--- src/rtl/cr_huf_compPKG.sv ---
// Shared types for the Huffman compressor pipeline: block-end markers,
// sequence-id width and the symbol-count packer state.
package cr_huf_compPKG;

    localparam int CREOLE_HC_SEQID_WIDTH = 8;
    localparam int SC_NUM_LANES          = 4;

    typedef enum logic [1:0] {
        MIDDLE    = 2'd0,
        PASS1_EOB = 2'd1,
        PASS2_EOB = 2'd2,
        FINAL_EOB = 2'd3
    } e_pipe_eob;

    typedef enum logic {
        SC_RUN   = 1'b0,
        SC_FLUSH = 1'b1
    } e_sc_pack_state;

endpackage

--- src/rtl/cr_huf_comp_sc_run.sv ---
// Run accumulator: merges consecutive identical symbols into one (sym, cnt)
// pair and signals when the held run has to be handed to the lane buffer.
module cr_huf_comp_sc_run #(
    parameter int DAT_WIDTH        = 10,
    parameter int CNT_WIDTH        = 3,
    parameter int MAX_NUM_SYM_USED = 576
) (
    input  logic                 clk,
    input  logic                 rst,
    input  logic                 sym_acc,
    input  logic [DAT_WIDTH-1:0] sym,
    input  logic                 clear,
    output logic                 r_val,
    output logic [DAT_WIDTH-1:0] r_sym,
    output logic [CNT_WIDTH-1:0] r_cnt,
    output logic                 push
);

    localparam logic [DAT_WIDTH:0] SYM_LIMIT = (DAT_WIDTH+1)'(MAX_NUM_SYM_USED);

    logic drop;
    logic keep;

    assign drop = {1'b0, sym} >= SYM_LIMIT;
    assign keep = sym_acc && !drop;
    // A saturated count forces a new run even when the symbol repeats.
    assign push = keep && r_val && ((sym != r_sym) || (r_cnt == '1));

    always_ff @(posedge clk or posedge rst) begin
        if (rst) begin
            r_val <= 1'b0;
            r_sym <= '0;
            r_cnt <= '0;
        end else if (clear) begin
            r_val <= 1'b0;
            r_sym <= '0;
            r_cnt <= '0;
        end else if (keep) begin
            if (!r_val || push) begin
                r_val <= 1'b1;
                r_sym <= sym;
                r_cnt <= CNT_WIDTH'(1);
            end else begin
                r_cnt <= r_cnt + CNT_WIDTH'(1);
            end
        end
    end

endmodule

--- src/rtl/cr_huf_comp_sc_packer.sv ---
// Symbol-count packer: collects runs into four lanes per output beat and
// flushes a short, eob-tagged final beat at the end of every block.
module cr_huf_comp_sc_packer
    import cr_huf_compPKG::*;
#(
    parameter int DAT_WIDTH        = 10,
    parameter int CNT_WIDTH        = 3,
    parameter int CNTRL_WIDTH      = 1,
    parameter int MAX_NUM_SYM_USED = 576
) (
    input  logic                             clk,
    input  logic                             rst,
    input  logic                             in_vld,
    output logic                             in_rdy,
    input  logic [DAT_WIDTH-1:0]             in_sym,
    input  e_pipe_eob                        in_eob,
    input  logic [CREOLE_HC_SEQID_WIDTH-1:0] in_seq_id,
    input  logic [CNTRL_WIDTH-1:0]           in_meta,
    output logic [3:0]                       sc_is_vld,
    output logic [DAT_WIDTH-1:0]             sc_is_sym0,
    output logic [DAT_WIDTH-1:0]             sc_is_sym1,
    output logic [DAT_WIDTH-1:0]             sc_is_sym2,
    output logic [DAT_WIDTH-1:0]             sc_is_sym3,
    output logic [CNT_WIDTH-1:0]             sc_is_cnt0,
    output logic [CNT_WIDTH-1:0]             sc_is_cnt1,
    output logic [CNT_WIDTH-1:0]             sc_is_cnt2,
    output logic [CNT_WIDTH-1:0]             sc_is_cnt3,
    output logic [CNTRL_WIDTH-1:0]           sc_is_meta,
    output logic [CREOLE_HC_SEQID_WIDTH-1:0] sc_is_seq_id,
    output e_pipe_eob                        sc_is_eob,
    input  logic                             is_sc_rd
);

    localparam logic [2:0] LANES_FULL = 3'(SC_NUM_LANES);

    e_sc_pack_state                   state;
    e_pipe_eob                        eob_lat;
    logic                             block_first;
    logic [CREOLE_HC_SEQID_WIDTH-1:0] seq_lat;
    logic [CNTRL_WIDTH-1:0]           meta_lat;
    logic [2:0]                       lc;
    logic [DAT_WIDTH-1:0]             lane_sym [SC_NUM_LANES];
    logic [CNT_WIDTH-1:0]             lane_cnt [SC_NUM_LANES];
    logic [DAT_WIDTH-1:0]             o_sym    [SC_NUM_LANES];
    logic [CNT_WIDTH-1:0]             o_cnt    [SC_NUM_LANES];
    logic [DAT_WIDTH-1:0]             fin_sym  [SC_NUM_LANES];
    logic [CNT_WIDTH-1:0]             fin_cnt  [SC_NUM_LANES];
    logic [3:0]                       fin_vld;

    logic                 r_val;
    logic [DAT_WIDTH-1:0] r_sym;
    logic [CNT_WIDTH-1:0] r_cnt;
    logic                 push;
    logic [1:0]           push_idx;
    logic                 o_valid;
    logic                 o_load_ok;
    logic                 lanes_full;
    logic                 accept;
    logic                 emit_full;
    logic                 emit_final;

    assign lanes_full = (lc == LANES_FULL);
    assign o_valid    = |sc_is_vld;
    assign o_load_ok  = !o_valid || is_sc_rd;
    assign in_rdy     = (state == SC_RUN) && (!lanes_full || o_load_ok);
    assign accept     = in_vld && in_rdy;
    assign emit_full  = lanes_full && o_load_ok;
    assign emit_final = (state == SC_FLUSH) && !lanes_full && o_load_ok;
    // A push landing in the same cycle as a full-beat move starts the emptied buffer.
    assign push_idx   = emit_full ? 2'd0 : lc[1:0];

    cr_huf_comp_sc_run #(
        .DAT_WIDTH        (DAT_WIDTH),
        .CNT_WIDTH        (CNT_WIDTH),
        .MAX_NUM_SYM_USED (MAX_NUM_SYM_USED)
    ) u_run (
        .clk     (clk),
        .rst     (rst),
        .sym_acc (accept),
        .sym     (in_sym),
        .clear   (emit_final),
        .r_val   (r_val),
        .r_sym   (r_sym),
        .r_cnt   (r_cnt),
        .push    (push)
    );

    // Final beat: filled lanes, then the open run, with an empty lane 0 when nothing else is valid.
    always_comb begin
        fin_vld = '0;
        for (int i = 0; i < SC_NUM_LANES; i++) begin
            fin_sym[i] = '0;
            fin_cnt[i] = '0;
            if (3'(i) < lc) begin
                fin_sym[i] = lane_sym[i];
                fin_cnt[i] = lane_cnt[i];
                fin_vld[i] = 1'b1;
            end else if ((3'(i) == lc) && r_val) begin
                fin_sym[i] = r_sym;
                fin_cnt[i] = r_cnt;
                fin_vld[i] = 1'b1;
            end
        end
        if (fin_vld == '0) begin
            fin_vld = 4'b0001;
        end
    end

    always_ff @(posedge clk or posedge rst) begin
        if (rst) begin
            state        <= SC_RUN;
            eob_lat      <= MIDDLE;
            block_first  <= 1'b1;
            seq_lat      <= '0;
            meta_lat     <= '0;
            lc           <= '0;
            sc_is_vld    <= '0;
            sc_is_eob    <= MIDDLE;
            sc_is_seq_id <= '0;
            sc_is_meta   <= '0;
            for (int i = 0; i < SC_NUM_LANES; i++) begin
                lane_sym[i] <= '0;
                lane_cnt[i] <= '0;
                o_sym[i]    <= '0;
                o_cnt[i]    <= '0;
            end
        end else begin
            case (state)
                SC_RUN: begin
                    if (accept && (in_eob != MIDDLE)) begin
                        state   <= SC_FLUSH;
                        eob_lat <= in_eob;
                    end
                end
                SC_FLUSH: begin
                    if (emit_final) begin
                        state <= SC_RUN;
                    end
                end
                default: state <= SC_RUN;
            endcase

            if (emit_final) begin
                block_first <= 1'b1;
            end else if (accept) begin
                block_first <= 1'b0;
            end
            if (accept && block_first) begin
                seq_lat  <= in_seq_id;
                meta_lat <= in_meta;
            end

            for (int i = 0; i < SC_NUM_LANES; i++) begin
                if (push && (push_idx == 2'(i))) begin
                    lane_sym[i] <= r_sym;
                    lane_cnt[i] <= r_cnt;
                end
            end
            if (emit_full || emit_final) begin
                lc <= push ? 3'd1 : 3'd0;
            end else if (push) begin
                lc <= lc + 3'd1;
            end

            if (emit_full) begin
                o_sym        <= lane_sym;
                o_cnt        <= lane_cnt;
                sc_is_vld    <= 4'b1111;
                sc_is_eob    <= MIDDLE;
                sc_is_seq_id <= seq_lat;
                sc_is_meta   <= meta_lat;
            end else if (emit_final) begin
                o_sym        <= fin_sym;
                o_cnt        <= fin_cnt;
                sc_is_vld    <= fin_vld;
                sc_is_eob    <= eob_lat;
                sc_is_seq_id <= seq_lat;
                sc_is_meta   <= meta_lat;
            end else if (o_valid && is_sc_rd) begin
                sc_is_vld <= '0;
            end
        end
    end

    assign sc_is_sym0 = o_sym[0];
    assign sc_is_sym1 = o_sym[1];
    assign sc_is_sym2 = o_sym[2];
    assign sc_is_sym3 = o_sym[3];
    assign sc_is_cnt0 = o_cnt[0];
    assign sc_is_cnt1 = o_cnt[1];
    assign sc_is_cnt2 = o_cnt[2];
    assign sc_is_cnt3 = o_cnt[3];

endmodule

--- config.mk ---
export PLATFORM = sky130hd
export DESIGN_NAME = cr_huf_comp_sc_packer
export DESIGN_NICKNAME = d
export VERILOG_FILES = /design/src/rtl/cr_huf_compPKG.sv /design/src/rtl/cr_huf_comp_sc_run.sv /design/src/rtl/cr_huf_comp_sc_packer.sv
export SDC_FILE = /design/constraint.sdc
export NUM_CORES = 1
export LEC_CHECK = 0
export CORE_UTILIZATION = 54
export DETAILED_ROUTE_END_ITERATION = 6
export PLACE_DENSITY = 0.79
export SYNTH_ARGS = -nofsm -noshare
export SYNTH_HDL_FRONTEND = slang
export SYNTH_SLANG_ARGS = --single-unit
--- constraint.sdc ---
create_clock -name clk -period 7 [get_ports clk]
set_input_delay 1.4 -clock clk [delete_from_list [all_inputs] [get_ports clk]]
set_output_delay 1.4 -clock clk [all_outputs]
set_load 0.005 [all_outputs]
==> results.rst <==
.. list-table::
   :header-rows: 1

   * - Metric
     - Value
   * - Outcome
     - complete, but fails checks
   * - Violated checks
     - design-rule violations
   * - Starting density of the core
     - between 50% and 60%
   * - Power per Cell Area
     - approximately 370 mW/mm^2
   * - Number of gates resized after CTS
     - 0
   * - Clock period minus final worst setup slack
     - 4326 ps
   * - Max_slew headroom
     - a little over a fifth
   * - Yosys Warn Count
     - 0
   * - Final setup slack of the worst path
     - 2674 ps
   * - Fraction of synthesized cell area taken by the top area cell type
     - between 50% and 60%
   * - DR DRC count
     - 4
   * - Clock input transition at the sequential cells of the worst setup and hold paths
     - approximately 60 ps
   * - Leakage
     - around 3.6 nW
   * - Avg Inst Size Synth
     - ~12 sq um
   * - GRT Util Overall
     - 24.48%
   * - Final Routed Wirelength
     - between 10,000 and 15,000 um
   * - Final Hold Slack
     - between 400 and 500 ps
   * - Number of fill cells in the layout
     - about 850
   * - Worst Hold Class
     - flip-flop to flip-flop
   * - Top delay family on crit path
     - buffers and inverters
   * - Max-slew violation count
     - 0
   * - Die extent in x
     - 111.6 um
   * - Latest clock arrival within the worst-skew pair
     - 410 ps
   * - Number of global-route vias before repair
     - 4,573
   * - Max-capacitance violation count
     - 0
   * - Final net count
     - roughly 660
   * - Number of antenna violations at the first check in global routing
     - 0
   * - Placed cell count
     - approximately 750
   * - Number of enable-type register cells in the synthesized netlist
     - 0
   * - HPWL Detailed
     - between 9000 and 10,000 um
   * - Htree depth
     - 4
   * - Dominant combinational cell family by area after synthesis
     - multiplexers
   * - Most used DFF post-synth
     - sky130_fd_sc_hd__dfrtp_1
   * - Ratio of cells with drive above 1 in the final layout
     - 16.04%
   * - Hold buffers post-CTS
     - 0
   * - Sort of element at the start of the critical path
     - input port
   * - Async set-reset flop share out of synthesis
     - 100.0%
   * - Fraction of the mapped netlist area in simple logic gates
     - 8.493%
   * - Num Clock Sinks
     - ~150
   * - WP data required
     - approximately 5600 ps
   * - Routed wire per std cell
     - approximately 18 um
   * - Die ar.
     - 0.01245 sq mm
   * - Worst path most repeated cell
     - sky130_fd_sc_hd__clkdlybuf4s50_1
   * - Highest clock rate
     - 231.2 MHz
   * - First-pass GRT wire length
     - around 24,000 um
   * - Placeable core region
     - 0.01156 sq mm
   * - Worst path slowest cell
     - sky130_fd_sc_hd__clkdlybuf4s50_1
   * - Post-detailed-route count of antenna-violating nets
     - 0
   * - Final Util
     - around 69%
   * - Via Count
     - approximately 4,500
   * - Post-synthesis sequential element count
     - approximately 150
   * - Total negative setup slack
     - 0 ps
   * - Largest cells by area after synthesis
     - sky130_fd_sc_hd__dfrtp_1, sky130_fd_sc_hd__mux2_2, sky130_fd_sc_hd__a22oi_1
   * - Worst endpoint data arrival time
     - between 2000 and 3000 ps
   * - Share of synthesized area spent on multiplexers
     - between 10% and 20%
   * - Highest cell delay on the worst timing path
     - between 500 and 600 ps
   * - Synth unique cells
     - 43
   * - Post-Route Skew
     - 8.753 ps
   * - Post-CTS setup buffer count
     - 0
   * - Sequential element share of the synthesized area
     - 57.54%
   * - Final cycle utilization of the critical path
     - between 60% and 70%
   * - Number of detailed-route iterations in the first pass
     - 7
   * - Iteration-0 DRC count of the detailed router
     - 374
   * - Number of standard cells in the layout, taps in and fillers out
     - 779
   * - Most area-hungry cell type in the Yosys netlist
     - sky130_fd_sc_hd__dfrtp_1
   * - Adder-cell share of the synthesized area
     - 0.9651%
   * - Worst Tran Pin Value
     - about 1200 ps
   * - Peak supply drop
     - 0.2676 mV
   * - Share of the synthesized area in compound gates (AO/OA/AOI/OAI)
     - roughly an eighth
   * - Gate count after technology mapping
     - ~560
   * - Total grt overflow
     - 0
   * - Number of hold-slack violations in the final timing report
     - 0
   * - Die height
     - 111.6 um
   * - Placement Rows
     - 39
   * - Total standard cell area after synthesis
     - approximately 0.0065 sq mm
   * - TritonCTS buffer count
     - 17
   * - XOR/XNOR share of the synthesized area
     - 1.351%
   * - TritonCTS clock tree
     - done
   * - Category of the most critical setup path
     - input port to primary output
   * - Post-synth net total
     - 591
   * - Routed via count divided by cell count
     - approximately 5.8
   * - GP Congestion
     - 0.8198
   * - Worst Path Max Fanout
     - 7
   * - Most common cell after layout, fill and taps aside
     - sky130_fd_sc_hd__dfrtp_1
   * - Count of input and output buffers
     - slightly above 90
   * - CTS root buffer
     - sky130_fd_sc_hd__clkbuf_16
   * - Maximum number of pins on one net before global-route repair
     - 87
   * - Number of diodes added for antenna fixing
     - 0
   * - Number of buffers and inverters on the critical path
     - 2
   * - Unrepaired setup endpoints after global routing
     - no
   * - Maximum clock path buffer count
     - 2
   * - Top library cells by usage in the layout, fill and taps aside
     - sky130_fd_sc_hd__dfrtp_1, sky130_fd_sc_hd__clkdlybuf4s50_1, sky130_fd_sc_hd__nand2_1
   * - Top Ports
     - 93
   * - Endpoint kind of the worst setup timing path
     - primary output
   * - Setup-failing EPs final
     - 0
   * - Series of cell instances along the critical path
     - clkdlybuf4s50_1, and3b_1, a21oi_1, clkdlybuf4s50_1
   * - Area grow syn2layout
     - 22.56%
   * - Worst slack after detailed placement
     - approximately 2700 ps
[synth_stat cells (all sizes together), types with 2 or more instances]
master	instances
a21oi	6
a22oi	52
and3	2
buf	20
clkbuf	29
dfrtp	148
ha	5
inv	21
mux2	70
mux2i	13
nand2	85
nand2b	2
nand3	5
nand4	3
nor2	2
nor3	6
nor4	4
o21ai	61
o221ai	4
xor2	10
[per-layer routing]
layer	track usage, %	wire [um]	vias to the layer above
li1	-	-	2085
met4	7.297	182	0
met5	0	0	-
met1	33.09	6115	2223
met2	38.96	6824	156
met3	6.696	1015	16
[path summary, 6_finish.rpt]
kind / depth (start not counted) / startpoint / end / slack, ps
worst min register to register: 2 / sc_is_sym2[6] / sc_is_sym2[6] / 480
worst min-delay path: 2 / sc_is_sym2[6] / sc_is_sym2[6] / 480
worst max-delay path: 4 / is_sc_rd / in_rdy / 2670
min in group asynchronous: 2 / rst / sc_is_seq_id[4] / 1470
worst max register to register: 7 / lc[0] / lane_sym[21] / 3760
max in group asynchronous: 3 / rst / sc_is_sym0[4] / 4250
[tightest hold or removal path, cell delays in order, from the launching register on]
cell                      delay [ps]
sky130_fd_sc_hd__dfrtp_1         340
sky130_fd_sc_hd__nand2_1          40
sky130_fd_sc_hd__o21ai_0          60
[registers in the layout (all words and copies together), names as in the netlist, 2 cells and up]
register	flops
lane_sym	40
lane_cnt	12
sc_is_sym0	10
sc_is_sym1	10
sc_is_sym2	10
sc_is_sym3	10
u_run.r_sym	10
sc_is_seq_id	8
seq_lat	8
sc_is_vld	4
lc	3
sc_is_cnt0	3
sc_is_cnt1	3
sc_is_cnt2	3
sc_is_cnt3	3
u_run.r_cnt	3
eob_lat	2
sc_is_eob	2
[per-stage QoR]
stage               total power, mW  instance area [sq um]
floorplan                     1.728                   6482
global placement              1.995                   7381
detailed placement            2.040                   7381
CTS                           2.921                   7945
global route                  3.052                   7945
finish                        2.905                   7945
[power by group]
part | total, mW | internal, mW | switching [mW]
sequential | 1.29 | 1.07 | 0.220
combinational | 0.750 | 0.362 | 0.388
clock | 0.868 | 0.536 | 0.333
[layout make-up]
type,count,area [sq um],share of cell area (%)
Multi-Input combinational cell,342,2452,30.87
Clock buffer,20,456.7,5.748
Sequential cell,149,3730,46.94
Timing Repair Buffer,94,935.9,11.78
Tap cell,143,178.9,2.252
Clock inverter,10,107.6,1.354
Inverter,21,83.83,1.055
[cell families after synthesis]
| group | after synthesis |
|---|---|
| flip-flops | 149 |
| AO/OA/AOI/OAI | 127 |
| AND/OR/NAND/NOR | 117 |
| multiplexers | 83 |
| buffers and inverters | 70 |
| XOR/XNOR | 10 |
| adder cells (fa/ha/maj) | 5 |
No activity file was read; power rests on OpenSTA's default activity.
